$ cat config.mk
export PLATFORM = sky130hd
export DESIGN_NAME = pcie_rst_seq
export DESIGN_NICKNAME = d
export VERILOG_FILES = /design/src/rtl/pcie_rst_pkg.sv /design/src/rtl/rst_sync_2ff.sv /design/src/rtl/pcie_rst_seq.sv
export SDC_FILE = /design/constraint.sdc
export NUM_CORES = 1
export LEC_CHECK = 0
export CORE_ASPECT_RATIO = 2
export CORE_MARGIN = 1.5
export CORE_UTILIZATION = 55
export DETAILED_ROUTE_END_ITERATION = 8
export PLACE_DENSITY = 0.73
export SYNTH_ARGS = -nofsm -noshare
export SYNTH_HDL_FRONTEND = slang
export SYNTH_HIERARCHICAL = 1
export SYNTH_SLANG_ARGS = --single-unit
export TNS_END_PERCENT = 100
$ cat constraint.sdc
create_clock -name clk_125 -period 2.7 [get_ports clk_125]
set_input_delay 0.54 -clock clk_125 [delete_from_list [all_inputs] [get_ports clk_125]]
set_output_delay 0.54 -clock clk_125 [all_outputs]
set_load 0.02 [all_outputs]
$ cat src/rtl/pcie_rst_pkg.sv
// pcie_rst_pkg: shared state encoding and counter widths for the PCIe reset sequencer
package pcie_rst_pkg;
  typedef enum logic [2:0] {
    S_RST  = 3'd0,
    S_POR  = 3'd1,
    S_REL  = 3'd2,
    S_LINK = 3'd3,
    S_RUN  = 3'd4,
    S_HOLD = 3'd5
  } state_t;
  localparam int GAP_W = 8;
endpackage

$ cat src/rtl/rst_sync_2ff.sv
// rst_sync_2ff: two-flop synchroniser with asynchronous clear to a chosen value
module rst_sync_2ff #(
  parameter logic RST_VAL = 1'b0
) (
  input  logic clk_125,
  input  logic rstn,
  input  logic d,
  output logic q
);
  logic s1;
  // shift the asynchronous input through two flops; clear both while rstn is low
  always_ff @(posedge clk_125 or negedge rstn)
    if (!rstn) {q, s1} <= {2{RST_VAL}};
    else {q, s1} <= {s1, d};
endmodule

$ cat src/rtl/pcie_rst_seq.sv
// pcie_rst_seq: ordered multi-domain reset release with POR delay, button/soft reset and link-up gating
module pcie_rst_seq
  import pcie_rst_pkg::*;
#(
  parameter int NUM_DOM   = 3,
  parameter int CNT_W     = 21,
  parameter int STAGE_GAP = 16,
  parameter int DEB_W     = 16,
  parameter int LINK_DOM  = 1,
  parameter int HOLD_CYC  = 64
) (
  input  logic               clk_125,
  input  logic               rstn,
  input  logic               btn_n,
  input  logic               soft_rst,
  input  logic               link_up,
  output logic [NUM_DOM-1:0] rst_n_out,
  output logic               seq_done,
  output logic [2:0]         seq_state
);
  localparam int K_W = NUM_DOM > 1 ? $clog2(NUM_DOM) : 1;
  localparam int H_W = $clog2(HOLD_CYC + 1);
  localparam logic [NUM_DOM-1:0] LOW_MASK = NUM_DOM'((64'd1 << LINK_DOM) - 64'd1);
  state_t state, state_n;
  logic [CNT_W-1:0] por_cnt, por_n;
  logic [GAP_W-1:0] gap, gap_n;
  logic [H_W-1:0] hcnt, hcnt_n;
  logic [K_W-1:0] k, k_n, rel_k;
  logic [NUM_DOM-1:0] out_r, out_n;
  logic [DEB_W-1:0] deb_cnt;
  logic rst_s, btn_s, link_s, fired, press, rel;

  rst_sync_2ff #(.RST_VAL(1'b0)) u_rst_sync (.clk_125(clk_125), .rstn(rstn), .d(1'b1), .q(rst_s));
  rst_sync_2ff #(.RST_VAL(1'b1)) u_btn_sync (.clk_125(clk_125), .rstn(rstn), .d(btn_n), .q(btn_s));
  rst_sync_2ff #(.RST_VAL(1'b0)) u_link_sync (.clk_125(clk_125), .rstn(rstn), .d(link_up), .q(link_s));

  assign press = !btn_s && !fired && &deb_cnt;
  // count consecutive low cycles of the button; one press per low period, counter parks at all-ones
  always_ff @(posedge clk_125 or negedge rstn)
    if (!rstn) begin
      deb_cnt <= '0;
      fired   <= 1'b0;
    end else if (btn_s) begin
      deb_cnt <= '0;
      fired   <= 1'b0;
    end else if (press) fired <= 1'b1;
    else if (!fired) deb_cnt <= deb_cnt + 1'b1;

  // next-state, counters and reset outputs; a release attempt is resolved after the case
  always_comb begin
    state_n = state;
    por_n   = por_cnt;
    gap_n   = gap;
    hcnt_n  = hcnt;
    k_n     = k;
    out_n   = out_r;
    rel     = 1'b0;
    rel_k   = k;
    case (state)
      S_RST: state_n = rst_s ? S_POR : S_RST;
      S_POR: begin
        por_n = por_cnt + 1'b1;
        rel   = por_n[CNT_W-1];
        rel_k = '0;
      end
      S_REL: begin
        gap_n = gap + 1'b1;
        rel   = gap == GAP_W'(STAGE_GAP - 1);
      end
      S_LINK: begin
        state_n = link_s ? S_REL : S_LINK;
        gap_n   = link_s ? GAP_W'(STAGE_GAP - 1) : gap;
      end
      S_RUN: begin
        if (press || soft_rst) begin
          state_n = S_HOLD;
          out_n   = '0;
          hcnt_n  = '0;
        end else if (LINK_DOM < NUM_DOM && !link_s) begin
          state_n = S_LINK;
          out_n   = out_r & LOW_MASK;
          k_n     = K_W'(LINK_DOM);
        end
      end
      S_HOLD: begin
        hcnt_n = hcnt + 1'b1;
        rel    = hcnt == H_W'(HOLD_CYC - 1);
        rel_k  = '0;
      end
      default: state_n = S_RST;
    endcase
    if (rel) begin
      if (32'(rel_k) >= LINK_DOM && !link_s) begin
        state_n = S_LINK;
        k_n     = rel_k;
      end else begin
        out_n[rel_k] = 1'b1;
        gap_n        = '0;
        state_n      = 32'(rel_k) == NUM_DOM - 1 ? S_RUN : S_REL;
        k_n          = 32'(rel_k) == NUM_DOM - 1 ? rel_k : rel_k + 1'b1;
      end
    end
  end

  // state and counter registers; rstn clears everything immediately, including the outputs
  always_ff @(posedge clk_125 or negedge rstn)
    if (!rstn) begin
      state   <= S_RST;
      por_cnt <= '0;
      gap     <= '0;
      hcnt    <= '0;
      k       <= '0;
      out_r   <= '0;
    end else begin
      state   <= state_n;
      por_cnt <= por_n;
      gap     <= gap_n;
      hcnt    <= hcnt_n;
      k       <= k_n;
      out_r   <= out_n;
    end

  assign rst_n_out = out_r;
  assign seq_done  = state == S_RUN;
  assign seq_state = state;
endmodule

==> flow_summary.ini <==
[outcome]
status = finished, violations left
violated_checks = DRC

[floorplan]
die_height_um = 113
initial_core_util = 0.561
die-area_um2 = 6580
pin_count = 12
die_width_um = 58.1
floorplan.rows = 40
fp.coreArea_um2 = 5960

[sta]
timing_worst_slew_pin_value_ps = 651
slew_violations = 0
final.min_clock_period_ps = 2380
maximum_achievable_frequency_mhz = 421
timing.final.crit_share = 0.881
grt_setup_unrepaired = false
fin_worst_skew_ps = 5.68
totalNegativeSetupSlack_ps = 0
slew_headroom = 0.562
final-hold-violation-count = 0
finalSetupViolations = 0

[cts]
post_cts_hold_buffer_count = 0
clock_sink_count = 67
cts_resized = 0
cts.clk_slew.worst_paths_ps = 50
cts_tree = done
postCtsSetupBuffers = 0
cts_root_buf = sky130_fd_sc_hd__clkbuf_16
htree_levels = 3
numCtsBuffers = 9
clock_latency_on_the_worst_skew_pair_ps = 330
cts_max_path_buffers = 2

[layout]
regArea_um2 = 1680
syn2layout_area_growth_pct = 14.2
post_layout_nonfiller_instances = 409
fillCellCount = 471
final_design_area_no_fill_um2 = 3820
n_antenna_cell = 0
utilization = 0.641
drive_above_1_share = 0.133
layout.cells.most_common_list = sky130_fd_sc_hd__dfrtp_1 (65), sky130_fd_sc_hd__nand2_1 (24), sky130_fd_sc_hd__nor2_1 (21), sky130_fd_sc_hd__a21oi_1 (21), sky130_fd_sc_hd__nand3_1 (18)
layout.cells.most_common = sky130_fd_sc_hd__dfrtp_1
multi_input_logic_area_um2 = 1540
layout.nets = 353

[synth]
postSynth.topFlopCell = sky130_fd_sc_hd__dfrtp_1
mapped_cells = 324
netlist-cell-type-count = 61
synth_enable_flop_cells = 0
postSynth.asyncResetShare = 1.00
postSynthRegisterBits = 67
mappedNetlistNets = 336
seq_area_frac_synth = 0.502
mean_area_per_synthesized_cell_um2 = 10.3
syn_area_um2 = 3340
ys.warnings.count = 6

[setup_path]
crit_path_max_incr_delay_ps = 630
critical_path.cell_chain = nand2b_1, nor2_1, clkdlybuf4s50_1
setup.worst_path.start_class = flip-flop
worst-setup-path-type = flip-flop to primary output
crit_path_max_fo = 10
worst_ep_required_time_ps = 2160
data_arrival_time_of_the_critical_path_ps = 1840
endpoint_type_of_the_worst_setup_path = primary output
critical-path-slowest-cell = sky130_fd_sc_hd__clkdlybuf4s50_1

[routing]
drt_iter0_drc = 154
detail_route.wirelength_mm = 6.54
route.vias.total = 2528
total_drc_errors_in_the_routed_layout = 1
drt_pass_1_iters = 8
avgViaCountPerCell = 6.18
detail_route.wl_per_cell_um = 16.0
route.antenna.remaining_nets = 0

[global_route]
grt_pass1_wl_mm = 11.3
grt_start_max_net_pins = 27
number_of_global_route_vias_before_repair = 2526
global_route.overflow_total = 0
grt_antenna_before_repair = 0
grt.total_usage = 0.227

[pwr]
power.density_nw_per_um2 = 915
vdd_ir_drop_max_mv = 0.469
power.leakage_nw = 1.65

[min_path]
min_path_type = input port to asynchronous set/reset pin

[place]
hpwlAfterDp_mm = 4.86
placed_area_um2 = 3520
buffer_ports.inserted = 11
place_inst = 393
gp_congestion = 0.855

[job]
max_cap_violations = 0
## per-layer routing
| layer | wire length [um] | up-vias | GRT usage | share of wire |
|---|---|---|---|---|
| li1 | - | 1216 | - | - |
| met1 | 2580 | 1241 | 0.246 | 0.39 |
| met2 | 3580 | 49 | 0.384 | 0.55 |
| met3 | 170 | 22 | 0.0686 | 0.026 |
| met4 | 213 | 0 | 0.122 | 0.033 |
| met5 | 0 | - | 0 | 0 |
## worst max-delay path: cells and delay by family (launching register included)
family | cells | cell delay (ps)
buffers and inverters | 1 | 630
flip-flops | 1 | 490
AND/OR/NAND/NOR | 2 | 380
## final timing paths
path                                startpoint            end  slack (ps)  depth (start not counted)
worst max register to register      deb_cnt[0]    deb_cnt[13]         350                          7
min in group clk_125            u_link_sync/s1  u_link_sync/q         350                          0
max in group asynchronous                 rstn        hcnt[2]        1830                          2
worst max-delay path              seq_state[1]       seq_done         320                          3
worst min-delay path                      rstn         gap[3]         170                          1
worst min register to register  u_link_sync/s1  u_link_sync/q         350                          0
## cells in the mapped netlist, drive strengths merged, types with 2 or more instances
master  number  share of area
ha           7          0.026
o311ai       2         0.0052
or4          9          0.020
o21ai       13          0.021
a41oi        2         0.0052
o21a         2         0.0045
a31oi        3         0.0056
nor2        21          0.024
nand3       18          0.027
dfrtp       65           0.49
nand4        6          0.013
or3          5         0.0094
nand2b       6          0.011
a31o         2         0.0052
nand2       25          0.029
a22o         4          0.013
and2         4         0.0082
a311oi       5          0.013
or2          2         0.0037
and3        10          0.019
and4         3         0.0079
o211ai       2         0.0045
inv          9          0.010
o31ai        7          0.016
xor2         6          0.016
clkbuf       9          0.010
nor4         7          0.015
nor2b        2         0.0037
dfstp        2          0.016
xnor2       15          0.039
buf          7          0.015
mux2i        2         0.0060
a21oi       22          0.034
mux2         5          0.018
## power breakdown
part,leakage (nW),switching (mW),internal [mW]
Sequential,0.863,0.216,1.20
Clock,0.146,0.389,0.720
Combinational,0.640,0.501,0.462
Total,1.65,1.11,2.39
## flip-flops by register name, indices dropped and copies added (netlist names)
register,flops
gap,8
u_rst_sync/s1,1
u_link_sync/s1,1
k,2
fired,1
rst_n_out,3
hcnt,7
u_rst_sync/q,1
seq_state,3
por_cnt,21
u_btn_sync/s1,1
deb_cnt,16
u_btn_sync/q,1
u_link_sync/q,1
## area by class of cell
class                           instances  share of cell area
Clock buffer                           15              0.0754
Clock inverter                          1             0.00131
Inverter                                9             0.00885
Multi-Input combinational cell        232               0.405
Sequential cell                        67               0.440
Tap cell                               63              0.0207
Timing Repair Buffer                   22              0.0492
## cell families (layout without fill, tap and decap cells)
family                   Yosys count  in the layout  synth area share
flip-flops                        67             67             0.502
buffers and inverters             25             47            0.0356
XOR/XNOR                          21             21            0.0550
AND/OR/NAND/NOR                  125            125             0.212
other                              1              1           0.00112
multiplexers                       7              7            0.0240
AO/OA/AOI/OAI                     71             71             0.144
adder cells (fa/ha/maj)            7              7            0.0262
## stage by stage
step | worst slack (ps) | power, mW | hold WS (ps)
global placement | 430 | 2.37 | 332
global route | 211 | 3.71 | 195
finish | 323 | 3.49 | 168
CTS | 301 | 3.53 | 179
detailed placement | 354 | 2.40 | 339
floorplan | 536 | 2.09 | 244
No activity file was read; power rests on OpenSTA's default activity.
